$ cat src/rtl/cpu_step_ctrl_pkg.sv
// Shared types and constants for the CPU execution-rate controller.
// Breakpoint support in the top level is enabled with `define STEP_CTRL_BKPT_EN.
package cpu_step_ctrl_pkg;

  typedef enum logic [1:0] {
    ST_HALT = 2'd0,
    ST_RUN  = 2'd1,
    ST_BRK  = 2'd2
  } stepState_t;

  localparam int DIV_W     = 25;
  localparam int TAP_RATE1 = 16;
  localparam int TAP_RATE2 = 20;
  localparam int TAP_RATE3 = 25;

  // Rate 0 ticks every cycle; the others tick when the low TAP bits are all ones.
  function automatic logic divTick(input logic [DIV_W-1:0] div, input logic [1:0] rateSel);
    logic t;
    case (rateSel)
      2'd0:    t = 1'b1;
      2'd1:    t = &div[TAP_RATE1-1:0];
      2'd2:    t = &div[TAP_RATE2-1:0];
      default: t = &div[TAP_RATE3-1:0];
    endcase
    return t;
  endfunction

endpackage

$ cat src/rtl/cpu_step_ctrl_btn_debounce.sv
// Step-button conditioning: 2-flop synchronizer, level debounce and a
// one-cycle pulse on each accepted rising edge.
module btn_debounce #(
  parameter int DEBOUNCE_CYCLES = 1000000
) (
  input  logic clkIn,
  input  logic resetIn,
  input  logic btnIn,
  output logic pulseOut
);

  localparam int CNT_W = (DEBOUNCE_CYCLES > 1) ? $clog2(DEBOUNCE_CYCLES) : 1;
  localparam logic [CNT_W-1:0] CNT_LAST = CNT_W'(DEBOUNCE_CYCLES - 1);

  logic             sync1;
  logic             sync2;
  logic             stable;
  logic             stableD;
  logic [CNT_W-1:0] cnt;

  // The counter tracks how many consecutive samples disagree with the
  // accepted level; any agreeing sample restarts the count.
  always_ff @(posedge clkIn) begin
    if (resetIn) begin
      sync1   <= 1'b0;
      sync2   <= 1'b0;
      stable  <= 1'b0;
      stableD <= 1'b0;
      cnt     <= '0;
    end else begin
      sync1   <= btnIn;
      sync2   <= sync1;
      stableD <= stable;
      if (sync2 == stable) begin
        cnt <= '0;
      end else if (cnt == CNT_LAST) begin
        stable <= sync2;
        cnt    <= '0;
      end else begin
        cnt <= cnt + 1'b1;
      end
    end
  end

  assign pulseOut = stable & ~stableD;

endmodule

$ cat src/rtl/cpu_step_ctrl.sv
// Clock-enable generator for the single-cycle core: free-run divider,
// debounced single step and optional PC breakpoint (`define STEP_CTRL_BKPT_EN).
module cpu_step_ctrl
  import cpu_step_ctrl_pkg::*;
#(
  parameter int DEBOUNCE_CYCLES = 1000000,
  parameter int CNT_W           = 16
) (
  input  logic             clkIn,
  input  logic             resetIn,
  input  logic             stepBtnIn,
  input  logic             runModeIn,
  input  logic [1:0]       rateSelIn,
  input  logic             bkptEnIn,
  input  logic [31:0]      bkptAddrIn,
  input  logic [31:0]      pcAddrIn,
  output logic             cpuEnOut,
  output logic             haltedOut,
  output logic             brkHitOut,
  output logic [CNT_W-1:0] stepCountOut
);

  stepState_t       state;
  stepState_t       stateNext;
  logic [DIV_W-1:0] div;
  logic             stepPulse;
  logic             tick;
  logic             enNext;
  logic             enterRun;
  logic             bkptMatch;
  logic             skipBkpt;
  logic             skipNext;

  btn_debounce #(
    .DEBOUNCE_CYCLES(DEBOUNCE_CYCLES)
  ) uDebounce (
    .clkIn   (clkIn),
    .resetIn (resetIn),
    .btnIn   (stepBtnIn),
    .pulseOut(stepPulse)
  );

  assign tick = divTick(div, rateSelIn);

`ifdef STEP_CTRL_BKPT_EN
  assign bkptMatch = bkptEnIn && (pcAddrIn == bkptAddrIn);

  // skipBkpt lets the first tick after a resume execute the instruction we stopped on.
  always_ff @(posedge clkIn) begin
    if (resetIn) begin
      skipBkpt  <= 1'b0;
      brkHitOut <= 1'b0;
    end else begin
      skipBkpt  <= skipNext;
      brkHitOut <= (stateNext == ST_BRK);
    end
  end
`else
  logic unusedBkpt;
  assign unusedBkpt = ^{bkptEnIn, bkptAddrIn, pcAddrIn, skipNext};
  assign bkptMatch  = 1'b0;
  assign skipBkpt   = 1'b0;
  assign brkHitOut  = 1'b0;
`endif

  // A runModeIn change always takes priority over a tick or a step in the same cycle.
  always_comb begin
    stateNext = state;
    enNext    = 1'b0;
    enterRun  = 1'b0;
    skipNext  = skipBkpt;
    case (state)
      ST_HALT: begin
        if (runModeIn) begin
          stateNext = ST_RUN;
          enterRun  = 1'b1;
          skipNext  = 1'b1;
        end else if (stepPulse) begin
          enNext = 1'b1;
        end
      end
      ST_RUN: begin
        if (!runModeIn) begin
          stateNext = ST_HALT;
        end else if (tick) begin
          if (bkptMatch && !skipBkpt) begin
            stateNext = ST_BRK;
          end else begin
            enNext   = 1'b1;
            skipNext = 1'b0;
          end
        end
      end
      ST_BRK: begin
        if (!runModeIn) begin
          stateNext = ST_HALT;
        end else if (stepPulse) begin
          enNext = 1'b1;
        end
      end
      default: stateNext = ST_HALT;
    endcase
  end

  always_ff @(posedge clkIn) begin
    if (resetIn) begin
      state        <= ST_HALT;
      div          <= '0;
      cpuEnOut     <= 1'b0;
      haltedOut    <= 1'b1;
      stepCountOut <= '0;
    end else begin
      state     <= stateNext;
      div       <= enterRun ? '0 : div + 1'b1;
      cpuEnOut  <= enNext;
      haltedOut <= (stateNext != ST_RUN);
      if (enNext) begin
        stepCountOut <= stepCountOut + 1'b1;
      end
    end
  end

endmodule
$ cat config.mk
export PLATFORM = sky130hd
export DESIGN_NAME = cpu_step_ctrl
export DESIGN_NICKNAME = d
export VERILOG_FILES = /design/src/rtl/cpu_step_ctrl_pkg.sv /design/src/rtl/cpu_step_ctrl_btn_debounce.sv /design/src/rtl/cpu_step_ctrl.sv
export SDC_FILE = /design/constraint.sdc
export NUM_CORES = 1
export LEC_CHECK = 0
export CORE_ASPECT_RATIO = 0.6
export CORE_MARGIN = 3
export CORE_UTILIZATION = 45
export CTS_BUF_LIST = sky130_fd_sc_hd__clkbuf_2 sky130_fd_sc_hd__clkbuf_4 sky130_fd_sc_hd__clkbuf_8
export CTS_CLUSTER_SIZE = 24
export DETAILED_ROUTE_END_ITERATION = 8
export GPL_ROUTABILITY_DRIVEN = 1
export PLACE_DENSITY = 0.76
export SYNTH_ARGS = -nofsm -noshare
export SYNTH_HDL_FRONTEND = slang
export SYNTH_SLANG_ARGS = --single-unit
$ cat constraint.sdc
create_clock -name clkIn -period 3 [get_ports clkIn]
set_input_delay 0.45 -clock clkIn [delete_from_list [all_inputs] [get_ports clkIn]]
set_output_delay 0.45 -clock clkIn [all_outputs]
set_load 0.01 [all_outputs]
==> results of run 1 <==
[state kept, by name, summed over array words and instances (netlist names), 2 cells and up]
signal,count
uDebounce.cnt,20
div,25
stepCountOut,16
state,2
[worst max-delay path, stage by stage, from the launching register on]
cell      delay (ns)
dfxtp_1         0.39
inv_1           0.07
ha_1            0.27
and2_1          0.16
a21boi_0        0.36
o221ai_1        0.46
nor4_1          0.41
mux2_2          0.37
[stage by stage]
step                      instance area, um2  hold slack, ns
after floorplan                         3130           0.414
after global placement                  3440           0.420
after detailed placement                3440           0.441
after CTS                               3640           0.453
after global routing                    3640           0.472
final                                   3640           0.448
[worst paths after layout]
kind                                       start          endpoint  depth (start not counted)
worst min-delay path            uDebounce.cnt[0]  uDebounce.cnt[0]                          1
worst max register to register          state[1]  stepCountOut[12]                          7
worst max-delay path                    state[1]  stepCountOut[12]                          7
worst min register to register  uDebounce.cnt[0]  uDebounce.cnt[0]                          1
[cell type report]
type                    count  share of cell area [%]
flip-flops and latches     69                    37.9
clock buffers              12                    4.19
inverters                  10                    1.03
clock inverters             4                    1.30
well taps                  84                    2.88
multi-input cells         260                    45.0
repair buffers             28                    7.69
[cells in the mapped netlist (all sizes together), types with 2 or more instances]
cell	count	area (um2)
dfxtp	69	1380
nor2	57	214
xor2	25	219
nand3	24	125
nand2	18	67.6
a21oi	15	75.1
xnor2	15	131
nand4	13	96.3
inv	10	37.5
o31ai	10	75.1
or4	10	75.1
nor2b	9	56.3
nor3	9	56.3
clkbuf	8	30.0
o21ai	7	35.0
or3	7	43.8
buf	6	40.0
ha	6	75.1
and3	5	31.3
and4	5	43.8
and2	3	18.8
mux2	3	33.8
nor4	3	18.8
o221ai	3	26.3
nand2b	2	12.5
nor3b	2	15.0
[kinds of logic (layout without fill, tap and decap cells)]
family | count (synthesis) | in the layout | synth area share, %
XOR/XNOR | 40 | 40 | 11.2
adder cells (fa/ha/maj) | 6 | 6 | 2.40
other | 1 | 1 | 0.120
flip-flops | 69 | 69 | 44.2
buffers and inverters | 24 | 54 | 3.44
multiplexers | 4 | 4 | 1.40
AND/OR/NAND/NOR | 170 | 170 | 28.9
AO/OA/AOI/OAI | 39 | 39 | 8.40
[routing by layer]
layer / GRT usage, % / wire [um]
met2: 24.1 / 2600
met3: 5.81 / 271
met4: 8.40 / 172
met5: 0 / 0
met1: 20.9 / 3080
[where the power goes]
part           internal [mW]  switching [mW]  total [mW]
registers              0.922         0.00427       0.927
logic                 0.0230          0.0361      0.0591
clock network          0.422           0.325       0.747
[cell usage in the layout, fill, tap and decap left out, types with 4 or more instances in the layout]
master | synthesis | final
nor3_1 | 8 | 8
or3_1 | 7 | 7
ha_1 | 6 | 6
nand2_1 | 18 | 18
dfxtp_1 | 69 | 69
nor2b_1 | 9 | 9
clkdlybuf4s50_1 | 0 | 23
nand4_1 | 12 | 12
o21ai_0 | 7 | 7
xnor2_1 | 15 | 15
o31ai_1 | 10 | 10
nor2_1 | 57 | 57
xor2_1 | 25 | 25
and3_1 | 5 | 5
clkbuf_8 | 0 | 10
inv_1 | 10 | 10
nand3_1 | 23 | 23
or4_1 | 10 | 10
and4_1 | 5 | 5
buf_4 | 2 | 4
a21oi_1 | 15 | 15
==> metrics.cfg, run 1 <==
[yosys]
ys_seq_area_share_pct = 44.2
synthArstFlopShare_pct = 0
synth_cells = 353
synth-seq-cells = 69
synth_area_um2 = 3130
yosysWarnings = 0
ys_types = 41
synthFlopType = dfxtp_1
synth_nets = 430
syn_avg_cell_area_um2 = 8.86
synth_edf_count = 0

[cells_and_area]
instances_no_fill = 467
fin_util_pct = 56.8
multi_input_area_um2 = 1640
syn_to_final_growth_pct = 16.5
drive_gt1_share_pct = 7.57
regArea_um2 = 1380
fin_nets = 455
antenna_cells = 0
fill_cells = 583

[min_path]
min_path_type = reg2reg

[placement]
io_buffers = 23
pre_cts_ws_ns = 0.125
dp_cells = 451
gp_congestion = 0.795
dp_hpwl_um = 4340

[floorplanning]
fp.dieH_um = 70.6
coreArea_um2 = 6410
die_area_um2 = 8020
ioPinCount = 90
chipWidth_um = 114
start_util_pct = 48.8
placementRows = 22

[clock_tree]
cts_hold_buf = 0
cts-resized-gates = 0
worstSkewPairLatency_ns = 0.34
post_cts.repair.setup_buffers = 0
cts_made_buffers = 9
clkSinkCount = 69
clk_path_buf_depth = 2
htreeDepth = 3
root_buffer = clkbuf_8
clk_pin_slew_ns = 0.07
cts_tree = yes

[power]
power_density_nw_per_um2 = 476
leakage_nw = 1.20
peakVddDrop_v = 0.000307
power_mw = 1.73

[timing]
max_slew_margin_pct = 42.2
period_share_pct = 86.3
finClkSkew_ns = 0.00699
slew_viol_final = 0
min_period_ns = 2.59
fin_ws_ns = 0.412
grt_setup_unrepaired = false
worstMarginPinSlew_ns = 0.866
setup_viol = 0
tns_ns = 0
max_freq_mhz = 386
finalHoldViolCount = 0

[outcome]
outcome = finished, final reports clean

[critical_path]
setup.worst_path.start_class = flop
reg2reg_slack_ns = 0.41
crit_fanout = 10
cp.arrival_ns = 2.82
crit_type = reg2reg
critPathCaptureType = flop
required_ns = 3.23

[drt]
via_per_inst = 5.35
wl_per_cell_um = 13.1
vias = 2497
drc = 0
drt_wl_total_um = 6120
final_antenna_net_count = 0
first_pass_iters = 4
drtIter0Drc = 116

[grt]
grt_pass1_wl_um = 10400
grt_pass1_vias = 2317
grt-ovfl-total = 0
antenna_found_initial = 0
grt_usage_pct = 16.3
grt_max_degree = 31

[flow_run]
maxCapViolCount = 0

(Power assumes the default switching activity.)
==> run 2, diff against run 1 <==
Settings changed: CORE_MARGIN 3 to 2, SETUP_SLACK_MARGIN set to 0.5.
Clock period 3 ns to 2.6 ns, I/O delays scaled along.
==> run 2 against run 1 <==
Net effect: wire length is 14% higher; non-clock buffer count is 12 higher; sequential share of layout area is 3.3 points lower; critical path depth is 2 higher; die area is 4.5% lower; cell area is 9.9% higher; via count is 5.0% higher; critical path type unchanged.
==> metrics.cfg, run 2 (synthesis gave the netlist of run 1 again) <==
[outcome]
outcome = finished, final reports clean

[placement]
dp_hpwl_um = 4200
place_area_um2 = 3480
gp_congestion = 0.773
io_buffers = 23

[clock_tree]
clk_path_buf_depth = 2
htreeDepth = 3
cts_made_buffers = 9
worstSkewPairLatency_ns = 0.34
root_buffer = clkbuf_8
clkSinkCount = 69
clk_pin_slew_ns = 0.08
cts_tree = yes

[timing]
tns_ns = 0
min_period_ns = 2.08
finClkSkew_ns = 0.00714
max_slew_margin_pct = 58.8
grt_setup_unrepaired = false
setup_viol = 0
finalHoldViolCount = 0
period_share_pct = 80.0
max_freq_mhz = 481
slew_viol_final = 0
worstMarginPinSlew_ns = 0.614

[drt]
drtIter0Drc = 72
first_pass_iters = 4
wl_per_cell_um = 14.4
drc = 0
final_antenna_net_count = 0
vias = 2622
via_per_inst = 5.43
drt_wl_total_um = 6950

[grt]
grt_max_degree = 31
antenna_found_initial = 0
grt-ovfl-total = 0
grt_pass1_vias = 2313
grt_usage_pct = 17.5
grt_pass1_wl_um = 10700

[power]
switchingPower_uw = 458
p_comb_share_pct = 4.5
peakVddDrop_v = 0.000380
leakage_nw = 1.38
sw_frac_of_total_pct = 21.5
power_density_nw_per_um2 = 532
seq_power_share_pct = 50.3
p_clk_share_pct = 45.2
internal-power_mw = 1.67

[floorplanning]
placementRows = 23
fp.dieH_um = 68.6
ioPinCount = 90
chipWidth_um = 112
start_util_pct = 46.7
coreArea_um2 = 6710
die_area_um2 = 7660

[cells_and_area]
antenna_cells = 0
finalInstanceArea_um2 = 4000
syn_to_final_growth_pct = 28.0
fin_nets = 468
largest_reg_flops = 25
layout_commonest_cell = dfxtp_1
reg_top3 = div x25, uDebounce.cnt x20, stepCountOut x16
fill_cells = 552
drive_gt1_share_pct = 16.7
top_register = div
mostFrequentLayoutCells = dfxtp_1 (66), nor2_1 (57), xor2_1 (25)

[critical_path]
required_ns = 2.86
critPathCaptureType = flop
crit_type = reg2reg
cp.arrival_ns = 2.34
setup.worst_path.start_class = flop
crit_fanout = 6

[flow_run]
maxCapViolCount = 0

[min_path]
min_path_type = reg2reg

[run 2: cell types whose count changed in the layout (fill, tap and decap cells not counted), sizes merged]
| cell | previous run | this run |
|---|---|---|
| buf | 5 | 16 |
| clkdlybuf4s50 | 23 | 21 |
| dlymetal6s2s | 0 | 2 |
| bufinv | 1 | 2 |
| clkbuf | 12 | 11 |
| clkinv | 2 | 3 |
| o221ai | 3 | 4 |
[run 2: metal layers]
metal | up-vias | GRT usage [%] | wire [um]
li1 | 1317 | - | -
met1 | 1230 | 23.9 | 3330
met2 | 68 | 27.0 | 3170
met3 | 7 | 5.33 | 375
met4 | 0 | 5.25 | 72
met5 | - | 0 | 0
[run 2: area by class of cell]
cell class                 count  area (um2)  area share [%]
clock inverter                 6        86.3            2.16
timing repair buffer          40         398            9.94
clock buffer                  10         138            3.44
tap                           87         109            2.72
multi-input combinational    261        1850            46.2
sequential                    69        1390            34.6
inverter                      10        37.5           0.938
[run 2: stage by stage]
stage | utilization [%] | hold WS, ns | total power [mW] | setup WS (ns) | std cells
2_1_floorplan | - | 0.414 | 1.14 | 0.549 | 353
3_3_place_gp | 51.9 | 0.421 | 1.16 | 0.145 | 457
3_5_place_dp | 51.9 | 0.443 | 1.16 | 0.124 | 457
4_1_cts | 55.4 | 0.457 | 2.12 | 0.446 | 473
5_1_grt | 59.7 | 0.471 | 2.20 | 0.467 | 483
6_report | 59.7 | 0.452 | 2.13 | 0.520 | 483
[run 2: path summary, 6_finish.rpt]
check                   start               end  slack [ns]  cells after the start
max reg2reg          state[0]   stepCountOut[0]        0.52                      9
min reg2reg  uDebounce.cnt[0]  uDebounce.cnt[0]        0.45                      1
max                  state[0]   stepCountOut[0]        0.52                      9
min          uDebounce.cnt[0]  uDebounce.cnt[0]        0.45                      1
[run 2: repair_timing]
action,in CTS,in global routing
hold buffers,0,0
endpoints found under the setup margin,8,30
pin swaps,0,9
setup buffers,0,7
gates cloned,0,3
resized for setup,2,37
[run 2: power by group through the flow]
stage | sequential (mW) | clock, mW | combinational [mW]
after floorplan | 1.09 | 0 | 0.0445
after global placement | 1.09 | 0 | 0.0675
after detailed placement | 1.09 | 0 | 0.0685
after CTS | 1.07 | 0.981 | 0.0697
after global routing | 1.07 | 1.03 | 0.104
final | 1.07 | 0.962 | 0.0959
[run 2: critical path: stages (launching register included)]
cell and delay [ns]:
dfxtp_2 0.37, inv_2 0.06, ha_4 0.25, and2_4 0.13
a21boi_4 0.27, buf_6 0.15, o221ai_4 0.13, buf_4 0.17
or3_1 0.31, a21oi_1 0.16
